[src/rtl/div_arbiter.sv]
// div_arbiter: round-robin sharing of one fixed-latency pipelined divider with tagged result routing
module div_arbiter #(
  parameter int NREQ           = 2,
  parameter int DIVIDEND_WIDTH = 17,
  parameter int DIVISOR_WIDTH  = 13,
  parameter int QUOTIENT_WIDTH = 18,
  parameter int TAG_WIDTH      = 4,
  parameter int ISSUE_INTERVAL = 4,
  parameter int LATENCY        = 5
) (
  input  logic                           clk,
  input  logic                           rst,
  input  logic [NREQ-1:0]                req_valid,
  output logic [NREQ-1:0]                req_ready,
  input  logic [NREQ*DIVIDEND_WIDTH-1:0] req_dividend,
  input  logic [NREQ*DIVISOR_WIDTH-1:0]  req_divisor,
  input  logic [NREQ*TAG_WIDTH-1:0]      req_tag,
  output logic [DIVIDEND_WIDTH-1:0]      div_dividend,
  output logic [DIVISOR_WIDTH-1:0]       div_divisor,
  input  logic [QUOTIENT_WIDTH-1:0]      div_quotient,
  output logic [NREQ-1:0]                res_valid,
  output logic [QUOTIENT_WIDTH-1:0]      res_quotient,
  output logic [TAG_WIDTH-1:0]           res_tag,
  output logic                           busy
);
  localparam int IW = $clog2(NREQ);
  localparam int HW = ISSUE_INTERVAL > 1 ? $clog2(ISSUE_INTERVAL) : 1;
  localparam int PW = IW + TAG_WIDTH;
  typedef enum logic {IDLE, HOLD} state_t;
  state_t state, state_nxt;
  logic [HW-1:0] hcnt;
  logic [IW-1:0] rr_ptr, gid, idx;
  logic found, xfer, last, slot_free;
  logic [LATENCY:0] dv;
  logic [(LATENCY+1)*PW-1:0] dp;
  logic [PW-1:0] out_p;
  assign last      = hcnt == HW'(ISSUE_INTERVAL - 1);
  assign slot_free = state == IDLE || last;
  assign out_p     = dp[(LATENCY+1)*PW-1 -: PW];
  assign busy      = state == HOLD || |dv || |res_valid;
  // descending scan so the requester nearest rr_ptr overrides the others
  always_comb begin
    req_ready = '0;
    gid = '0;
    idx = '0;
    found = 1'b0;
    for (int k = NREQ - 1; k >= 0; k--) begin
      idx = IW'((int'(rr_ptr) + k) % NREQ);
      if (req_valid[idx]) begin
        found = 1'b1;
        gid = idx;
      end
    end
    xfer = found && slot_free && !rst;
    req_ready[gid] = xfer;
    state_nxt = xfer ? HOLD : (state == HOLD && !last) ? HOLD : IDLE;
  end
  always_ff @(posedge clk or posedge rst) begin
    if (rst) begin
      state <= IDLE;
      hcnt <= '0;
      rr_ptr <= '0;
      div_dividend <= '0;
      div_divisor <= '0;
      dv <= '0;
      dp <= '0;
      res_valid <= '0;
      res_quotient <= '0;
      res_tag <= '0;
    end else begin
      state <= state_nxt;
      hcnt <= xfer ? '0 : hcnt + 1'b1;
      if (xfer) begin
        div_dividend <= req_dividend[gid*DIVIDEND_WIDTH +: DIVIDEND_WIDTH];
        div_divisor <= req_divisor[gid*DIVISOR_WIDTH +: DIVISOR_WIDTH];
        rr_ptr <= gid == IW'(NREQ - 1) ? '0 : gid + 1'b1;
      end
      dv <= {dv[LATENCY-1:0], xfer};
      dp <= {dp[LATENCY*PW-1:0], gid, req_tag[gid*TAG_WIDTH +: TAG_WIDTH]};
      res_valid <= dv[LATENCY] ? NREQ'(1) << out_p[PW-1 -: IW] : '0;
      if (dv[LATENCY]) begin
        res_quotient <= div_quotient;
        res_tag <= out_p[TAG_WIDTH-1:0];
      end
    end
  end
endmodule

[config.mk]
export PLATFORM = sky130hd
export DESIGN_NAME = div_arbiter
export DESIGN_NICKNAME = d
export VERILOG_FILES = /design/src/rtl/div_arbiter.sv
export SDC_FILE = /design/constraint.sdc
export NUM_CORES = 1
export LEC_CHECK = 0
export ABC_CLOCK_PERIOD_IN_PS = 3490
export BUFFER_PORTS_ARGS = -buffer_cell sky130_fd_sc_hd__buf_2
export CORE_ASPECT_RATIO = 1.4
export CORE_UTILIZATION = 45
export DETAILED_ROUTE_END_ITERATION = 16
export PLACE_DENSITY = 0.75
export SLEW_MARGIN = 15
export SYNTH_ARGS = -nofsm -noshare
export SYNTH_HDL_FRONTEND = slang
export SYNTH_SLANG_ARGS = --single-unit
[constraint.sdc]
create_clock -name clk -period 3.49 [get_ports clk]
set_input_delay 0.1745 -clock clk [delete_from_list [all_inputs] [get_ports clk]]
set_output_delay 0.1745 -clock clk [all_outputs]
set_load 0.02 [all_outputs]
==> results_dict.tcl, run 1 <==
set metrics [dict create \
    seq_area_um2 2350 \
    nNetsFinal 515 \
    cts_setup_buffers 0 \
    critPathKind "flop to flop" \
    area_growth_pct 24.3 \
    worstSetupStartpointType "flop" \
    place_hpwl_mm 5.50 \
    fmax_mhz 429 \
    crit_slowest_cell "nor2b_2" \
    dieArea_um2 8530 \
    drt_wl_total_mm 8.12 \
    postCtsHoldBufs 0 \
    post-place-ws_ns 1.25 \
    synth_edf_count 0 \
    rsz0062_at_grt "false" \
    die_w_um 78.4 \
    grt_use_total 0.204 \
    clockBufferDepth 2 \
    yosysTopAreaCellShare 0.640 \
    yosysTopAreaCell "dfrtp_1" \
    place_inst 513 \
    io_pins 147 \
    power_leakage_nw 2.10 \
    ys_top_cells_by_count "dfrtp_1 (94), a21oi_1 (32), a31oi_1 (30), o211ai_1 (30), mux2_2 (26)" \
    syn-num-nets 387 \
    violations "hold timing" \
    detail_route.wl_per_cell_um 15.4 \
    ctsRootBufferMaster "clkbuf_8" \
    core_um2 7850 \
    worstPathCellList "nor2b_2 > o21ai_0 > a31oi_1" \
    dpl-instance-area_um2 4380 \
    antenna_found_initial 0 \
    synth_cell_types 25 \
    viasPerCell 5.46 \
    num_vias 2887 \
    fin_area_um2 4560 \
    cts_tree "yes" \
    nFillCells 692 \
    yosys-top-cells-area "dfrtp_1 (64%), mux2_2 (8.0%), o211ai_1 (6.1%), a31oi_1 (5.1%), a21oi_1 (4.4%)" \
    instances_no_fill 529 \
    cp.required_ns 3.77 \
    diodes 0 \
    crit_arrival_ns 2.61 \
    path_clk_slew_ns 0.09 \
    slew_violations 0 \
    place.gp.congestion 0.801 \
    seq_area_frac_synth 0.640 \
    gr-total-overflow 0 \
    hold_viol 12 \
    p_total_mw 3.89 \
    maxCapViolations 0 \
    cp-end-kind "flop" \
    hold_slack_ns -0.0200 \
    cts_buffers 9 \
    first_global_vias 2752 \
    finalCoreUtilization 0.582 \
    num_rows 38 \
    grt_start_max_net_pins 95 \
    slew_headroom 0.254 \
    synth_area_per_cell_um2 12.4 \
    vdd_drop_max_mv 0.416 \
    grt_pass1_wl_mm 13.1 \
    ys_ff_latch 94 \
    synth_ff_type "dfrtp_1" \
    drtIter0Drc 103 \
    syn_inst 296 \
    fin_setup_tns_ns 0 \
    final_layout_size_suffix_gt1_frac 0.452 \
    worst_slew_pin_slew_ns 1.11 \
    insertion_delay_ns 0.36 \
    min-delay-path-class "input pin to asynchronous set/reset pin" \
    fp.dieH_um 109 \
    final_antenna_net_count 0 \
    layout_min_cycle_time_ns 2.33 \
    setup_viol 0 \
    yosys_warnings 0 \
    synth_most_common_cell "dfrtp_1" \
    cts_sinks 94 \
    initial_core_util 0.468 \
    syn-cell-area_um2 3670 \
    final.period_utilization 0.668 \
    powerDensity_nw_per_um2 853 \
    clock_skew_ns 0.00719 \
    io_buffers 146 \
    cts_resized 0 \
    route.detailed.drc 0 \
    multiInputGateArea_um2 1130 \
    slowest_delay_ns 1.05 \
    crit_path_max_fanout 33 \
    async_flop_share 1.00 \
    setup_ws_ns 1.16 \
    drt_first_pass_iters 5 \
    cts-htree-levels 3 \
    status "finished with violations" \
]
critical path: cells and delay by family (launching register included):
| family | cells | cell delay, ns |
|---|---|---|
| and+or+nand+nor | 1 | 1.05 |
| AOI/OAI and AO/OA | 2 | 0.41 |
| DFF | 1 | 0.78 |
placed cells by master, fill, tap and decap left out:
cell        instances
inv_6               3
clkinvlp_4          1
a21oi_1            32
buf_2             146
nand2_4             1
nor4_1              1
nand2b_1            1
nor2b_1             1
nor2_1              4
o21ba_1             1
clkbuf_8           10
o21ai_0            24
nand3_1             1
nor3_1              1
ha_1                1
dfrtp_1            94
clkbuf_1            1
and2_1              2
o21ai_1             6
inv_1               4
buf_4               2
nor2b_2             1
o21ai_2             1
a31oi_1            30
mux2_2             26
inv_4               1
clkinv_4            2
o211ai_1           30
nand2_1             1
kinds of logic (layout without fill, tap and decap cells):
family / after synthesis / in the layout / synth area share
mux: 26 / 26 / 0.0797
fa+ha+maj: 1 / 1 / 0.00341
simple gates: 14 / 14 / 0.0211
buf+inv: 37 / 170 / 0.0535
flops: 94 / 94 / 0.640
compound gates: 124 / 124 / 0.202
final cells by class:
type,instances,share of cell area
multi-input cells,165,0.247
inverters,6,0.00658
repair buffers,148,0.163
flip-flops and latches,94,0.515
clock inverters,5,0.00932
clock buffers,11,0.0310
well taps,100,0.0274
report_power, final:
group | total (mW) | internal (mW) | switching (mW)
Sequential | 1.76 | 1.49 | 0.270
Combinational | 1.48 | 0.572 | 0.908
Clock | 0.655 | 0.286 | 0.369
Total | 3.89 | 2.35 | 1.55
registers in the layout, summed over array words and instances, names as in the netlist:
name	count
res_valid	2
rr_ptr	1
state	1
dv	6
res_quotient	18
res_tag	4
hcnt	2
div_dividend	17
dp	30
div_divisor	13
layer usage:
metal / global-route usage / up-vias / wire length (um)
li1: - / 1334 / -
met1: 0.253 / 1377 / 3260
met2: 0.328 / 157 / 3980
met3: 0.0603 / 19 / 676
met4: 0.0992 / 0 / 210
met5: 0 / - / 0
final timing paths:
path | to | slack (ns) | startpoint | cells after the start
setup / recovery | div_divisor[8] | 1.16 | rr_ptr | 3
hold / removal | div_dividend[5] | -0.02 | rst | 2
setup reg to reg | div_divisor[8] | 1.16 | rr_ptr | 3
hold reg to reg | dp[5] | 0.35 | dp[0] | 0
max in group asynchronous | res_valid[1] | 2.97 | rst | 2
min in group clk | dp[1] | 0.04 | req_tag[5] | 2
Note: power is estimated with default switching activity, not from simulation.
==> inputs of run 2 (changes only) <==
ABC_AREA = 1   (was not set)
ABC_CLOCK_PERIOD_IN_PS = 2120   (was 3490)
CORE_UTILIZATION = 43   (was 45)
clock period = 2.12 ns   (was 3.49 ns; I/O delays follow)
==> run 2 against run 1 <==
  * The flow now finishes without violations
  * Combinational power rose by 57%
  * Register-to-register slack got worse by 0.90 ns
  * Clock skew shrank 0.0014 ns
  * Design area rose by 9.0%
  * Hold slack improved by 0.074 ns
  * Critical path depth increased by 4
  * First-iteration DRC count is 65% higher
  * Die area rose by 3.6%
  * Area after synthesis is 0.95% lower
  * Critical endpoint is now req_ready[1]
  * Largest power group unchanged
  * Highest routed layer unchanged
==> results_dict.tcl, run 2 <==
set metrics [dict create \
    layout_min_cycle_time_ns 1.92 \
    worstReg2RegEnd "dp[3]" \
    synth_area_per_cell_um2 8.98 \
    r2r_start "rr_ptr" \
    async_flop_share 1.00 \
    dpl-instance-area_um2 4410 \
    regMostFlops "dp" \
    syn-num-nets 496 \
    hold_slack_ns 0.0543 \
    holdPathStages 5 \
    yosys_warnings 0 \
    grt_pass1_wl_mm 13.4 \
    seq_area_um2 2350 \
    powerDensity_nw_per_um2 1330 \
    fin_area_um2 4980 \
    ff2ff_setup_slack_ns 0.26 \
    min-delay-path-class "input pin to flop" \
    cts_resized 0 \
    grt_start_max_net_pins 58 \
    final_cell_mix "nand2_1 (235), buf_2 (146), dfrtp_1 (94)" \
    ctsRootBufferMaster "clkbuf_16" \
    io_pins 147 \
    cts_setup_buffers 0 \
    status "finished clean" \
    drt_first_pass_iters 4 \
    gr-total-overflow 0 \
    setup_viol 0 \
    power_leakage_nw 2.90 \
    layout_commonest_cell "nand2_1" \
    min_to "div_dividend[12]" \
    area_growth_pct 36.8 \
    vdd_drop_max_mv 0.756 \
    postCtsHoldBufs 27 \
    crit_path_max_fanout 21 \
    num_rows 39 \
    worst_slew_pin_slew_ns 0.680 \
    die_w_um 79.7 \
    syn_inst 405 \
    core_um2 8200 \
    fmax_mhz 521 \
    yosysTopAreaCellShare 0.646 \
    cts_buffers 9 \
    final_layout_size_suffix_gt1_frac 0.301 \
    synth_most_common_cell "nand2_1" \
    dieArea_um2 8840 \
    route.detailed.drc 0 \
    reg_top3 "dp: 30 flops, res_quotient: 18 flops, div_dividend: 17 flops" \
    worstSetupStartpointType "flop" \
    io_buffers 146 \
    insertion_delay_ns 0.34 \
    hold_path.startpoint "req_dividend[12]" \
    drtIter0Drc 170 \
    initial_core_util 0.444 \
    cts_sinks 94 \
    yosysTopAreaCell "dfrtp_1" \
    drt_wl_total_mm 8.13 \
    first_global_vias 3039 \
    hold_viol 0 \
    rsz0062_at_grt "false" \
    viasPerCell 4.67 \
    instances_no_fill 680 \
    final.period_utilization 0.905 \
    nFillCells 721 \
    cts-htree-levels 3 \
    ys_top_cells_by_count "nand2_1 (235), dfrtp_1 (94), nand3_1 (30)" \
    critPathLaunch "hcnt[0]" \
    seq_area_frac_synth 0.646 \
    clock_skew_ns 0.00576 \
    highest_layer "met4" \
    slew_violations 0 \
    slew_headroom 0.547 \
    maxCapViolations 0 \
    yosys-top-cells-area "dfrtp_1 (65%), nand2_1 (24%), nand3_1 (4.1%), buf_2 (1.8%), buf_6 (1.2%)" \
    synth_cell_types 16 \
    fin_setup_tns_ns 0 \
    clockBufferDepth 2 \
    num_vias 3175 \
    synth_edf_count 0 \
    final_antenna_net_count 0 \
    critPathKind "flop to output pin" \
    path_clk_slew_ns 0.06 \
    wl_met3_um 509 \
    reg2regPathDepth 7 \
    wirelength_met1_mm 3.31 \
    grt_use_total 0.197 \
    place_hpwl_mm 5.48 \
    nNetsFinal 665 \
    cp.required_ns 2.01 \
    met2WireLength_mm 4.07 \
    crit_arrival_ns 1.81 \
    detail_route.wl_per_cell_um 12.0 \
    place.gp.congestion 0.759 \
    diodes 0 \
    place_inst 638 \
    largest_reg_flops 30 \
    ys_ff_latch 94 \
    syn-cell-area_um2 3640 \
    antenna_found_initial 0 \
    cts_tree "yes" \
    multiInputGateArea_um2 1110 \
    synth_ff_type "dfrtp_1" \
    cp-end-kind "output pin" \
    fp.dieH_um 111 \
]
## run 2: cell types whose count changed in the layout (fill, tap and decap cells not counted), sizes merged, moves of 3 or more
| cell | previous run | this run |
|---|---|---|
| nand2 | 2 | 237 |
| inv | 8 | 11 |
| nand3 | 1 | 30 |
| mux2 | 26 | 0 |
| dlygate4sd3 | 0 | 27 |
| o21ai | 31 | 1 |
| buf | 148 | 153 |
| o211ai | 30 | 0 |
| a21oi | 32 | 0 |
| nor2 | 4 | 8 |
| a31oi | 30 | 0 |
## run 2: kinds of logic after synthesis
family / Yosys count / synth area share
AND/OR/NAND/NOR: 277 / 0.300
flip-flops: 94 / 0.646
buffers and inverters: 32 / 0.0488
AO/OA/AOI/OAI: 1 / 0.00137
adder cells (fa/ha/maj): 1 / 0.00344
## run 2: how the worst max path moves through the flow
stage	to	slack, ns	depth (start not counted)
after CTS	req_ready[1]	0.17	7
after global placement	req_ready[1]	0.57	7
after floorplan	req_ready[0]	0.84	7
after detailed placement	div_divisor[2]	0.54	7
final	req_ready[1]	0.20	7
after global routing	req_ready[1]	0.06	7
## run 2: through the flow
stage,utilization,setup WS [ns],total power [mW]
CTS,0.607,0.171,6.70
floorplan,-,0.837,4.27
finish,0.607,0.201,6.64
detailed placement,0.538,0.542,5.05
global placement,0.538,0.567,4.96
global route,0.607,0.0590,7.05
## run 2: critical path: stages (launching register included)
cell and delay (ns):
dfrtp_1 0.38, ha_1 0.19, inv_1 0.05, nand2_1 0.06, nand2_2 0.26, buf_4 0.30, nor2_1 0.06, buf_2 0.17
## run 2: cell type report
| cell class | instances | area share |
|---|---|---|
| clock buffer | 9 | 0.0452 |
| clock inverter | 6 | 0.0138 |
| inverter | 10 | 0.00830 |
| multi-input combinational | 279 | 0.223 |
| sequential | 94 | 0.473 |
| tap | 102 | 0.0256 |
| timing repair buffer | 180 | 0.212 |
## run 2: power breakdown
group	internal (mW)	total [mW]	leakage, nW	switching, mW
Combinational	0.778	2.33	1.59	1.56
Clock	0.914	1.57	0.142	0.655
Sequential	2.43	2.74	1.16	0.306
## run 2: routing by layer
metal | vias up | track usage
met5 | - | 0
met2 | 122 | 0.339
met1 | 1460 | 0.227
li1 | 1571 | -
met3 | 22 | 0.0379
met4 | 0 | 0.107
==> inputs of run 3 (changes only) <==
CELL_PAD_IN_SITES_DETAIL_PLACEMENT = 1   (was not set)
CELL_PAD_IN_SITES_GLOBAL_PLACEMENT = 1   (was not set)
CORE_MARGIN = 4   (was not set)
CORE_UTILIZATION = 31   (was 43)
PLACE_DENSITY = not set   (was 0.75)
PLACE_DENSITY_LB_ADDON = 0.1   (was not set)
==> run 3 against run 2 <==
  * Critical path depth stayed put
  * Hold slack better by 0.0028 ns
  * Utilization is 16 points lower
  * Count of clock-buffer cells in the layout is 1 higher
  * Die area is 53% higher
  * Sequential power hardly changed
  * Final cell count is 6.3% higher
  * Register-to-register slack hardly changed
  * Clock power hardly changed
  * Highest routed layer unchanged
  * Critical path type is now flop to flop
  * Fmax is 3.2% higher
==> results_dict.tcl, run 3 (synthesized netlist as in run 2, its figures left out) <==
set metrics [dict create \
    status "finished clean" \
    io_pins 147 \
    crit_path_max_fanout 18 \
    reg_top3 "dp: 30 flops, res_quotient: 18 flops, div_dividend: 17 flops" \
    core_um2 11400 \
    instances_no_fill 723 \
    insertion_delay_ns 0.33 \
    final_cell_mix "nand2_1 (235), buf_2 (146), dfrtp_1 (94)" \
    cts_resized 0 \
    r2r_start "rr_ptr" \
    grt_start_max_net_pins 39 \
    gr-total-overflow 0 \
    powerDensity_nw_per_um2 1320 \
    power_leakage_nw 2.91 \
    slew_headroom 0.532 \
    final.period_utilization 0.877 \
    path_clk_slew_ns 0.06 \
    post-place-ws_ns 0.457 \
    min-delay-path-class "input pin to flop" \
    hold_slack_ns 0.0571 \
    first_global_vias 3399 \
    clockBufferDepth 2 \
    crit_arrival_ns 2.07 \
    nNetsFinal 665 \
    area_growth_pct 39.0 \
    critical_path.top_delay_family "buffers and inverters" \
    hold_path.startpoint "req_dividend[14]" \
    layout_commonest_cell "nand2_1" \
    grt_use_total 0.153 \
    clock_skew_ns 0.00463 \
    num_rows 46 \
    ff2ff_setup_slack_ns 0.26 \
    worst_slew_pin_slew_ns 0.700 \
    place.gp.congestion 0.757 \
    grt_pass1_wl_mm 16.3 \
    cts_sinks 94 \
    final_layout_size_suffix_gt1_frac 0.301 \
    slew_violations 0 \
    num_vias 3181 \
    holdPathStages 5 \
    diodes 0 \
    finalCoreUtilization 0.444 \
    reg2regPathDepth 7 \
    p_total_mw 6.68 \
    crit_slowest_cell "dlygate4sd3_1" \
    maxCapViolations 0 \
    hold_viol 0 \
    largest_reg_flops 30 \
    min_to "div_dividend[14]" \
    critPathKind "flop to flop" \
    initial_core_util 0.319 \
    cp_common_cell "nand2_1" \
    worstReg2RegEnd "dp[1]" \
    ctsRootBufferMaster "clkbuf_16" \
    cp-end-kind "flop" \
    regMostFlops "dp" \
    drtIter0Drc 73 \
    cts_buffers 9 \
    die_w_um 99.6 \
    route.detailed.drc 0 \
    cts-htree-levels 3 \
    drt_wl_total_mm 10.0 \
    setup_ws_ns 0.260 \
    setup_viol 0 \
    worstSetupStartpointType "flop" \
    drt_first_pass_iters 4 \
    io_buffers 146 \
    nFillCells 1369 \
    cts_tree "yes" \
    dpl-instance-area_um2 4490 \
    layout_min_cycle_time_ns 1.86 \
    fin_setup_tns_ns 0 \
    fmax_mhz 538 \
    final_antenna_net_count 0 \
    worstPathCellList "inv_1 > nand2_1 > nand2_2 > inv_1 > nand2_1 > nand2_1 > dlygate4sd3_1" \
    cp.required_ns 2.33 \
    slowest_delay_ns 0.55 \
    viasPerCell 4.40 \
    detail_route.wl_per_cell_um 13.8 \
    place_hpwl_mm 7.28 \
    critPathBufInv 3 \
    dieArea_um2 13600 \
    rsz0062_at_grt "false" \
    fin_area_um2 5060 \
    place_inst 680 \
    vdd_drop_max_mv 0.433 \
    antenna_found_initial 0 \
    fp.dieH_um 136 \
]
run 3: repair_timing:
| action | 4_1_cts | 5_1_grt |
|---|---|---|
| setup buffers | 0 | 0 |
| hold endpoints to repair | 49 | 0 |
| endpoints found under the setup margin | 0 | 0 |
| hold buffers | 27 | 0 |
run 3: final cells by class:
type / count / area (um2) / share of cell area
Timing Repair Buffer: 180 / 1080 / 0.213
Inverter: 10 / 41.3 / 0.00816
Tap cell: 144 / 180 / 0.0356
Clock inverter: 6 / 68.8 / 0.0136
Sequential cell: 94 / 2350 / 0.465
Clock buffer: 10 / 229 / 0.0453
Multi-Input combinational cell: 279 / 1110 / 0.219
run 3: report_power, final:
part	internal, mW	switching [mW]
combinational	0.783	1.58
sequential	2.43	0.305
clock	0.922	0.653
total	4.14	2.54
run 3: how the worst max path moves through the flow:
stage | depth (start not counted) | slack [ns] | startpoint | to
floorplan | 7 | 0.84 | hcnt[0] | req_ready[0]
global placement | 7 | 0.53 | hcnt[0] | div_divisor[1]
detailed placement | 7 | 0.46 | hcnt[0] | div_divisor[7]
CTS | 6 | 0.21 | rr_ptr | req_ready[0]
global route | 7 | 0.09 | rr_ptr | dp[1]
finish | 7 | 0.26 | rr_ptr | dp[1]
run 3: per-layer routing:
metal	vias to the layer above	part of all wire	track usage
met3	13	0.053	0.0272
li1	1569	-	-
met2	101	0.51	0.264
met5	-	0	0
met1	1498	0.41	0.187
met4	0	0.021	0.0645
run 3: worst min-delay path: cells and delay by family:
kind / cells / cell delay, ns
and+or+nand+nor: 4 / 0.17
buffers and inverters: 1 / 0.08
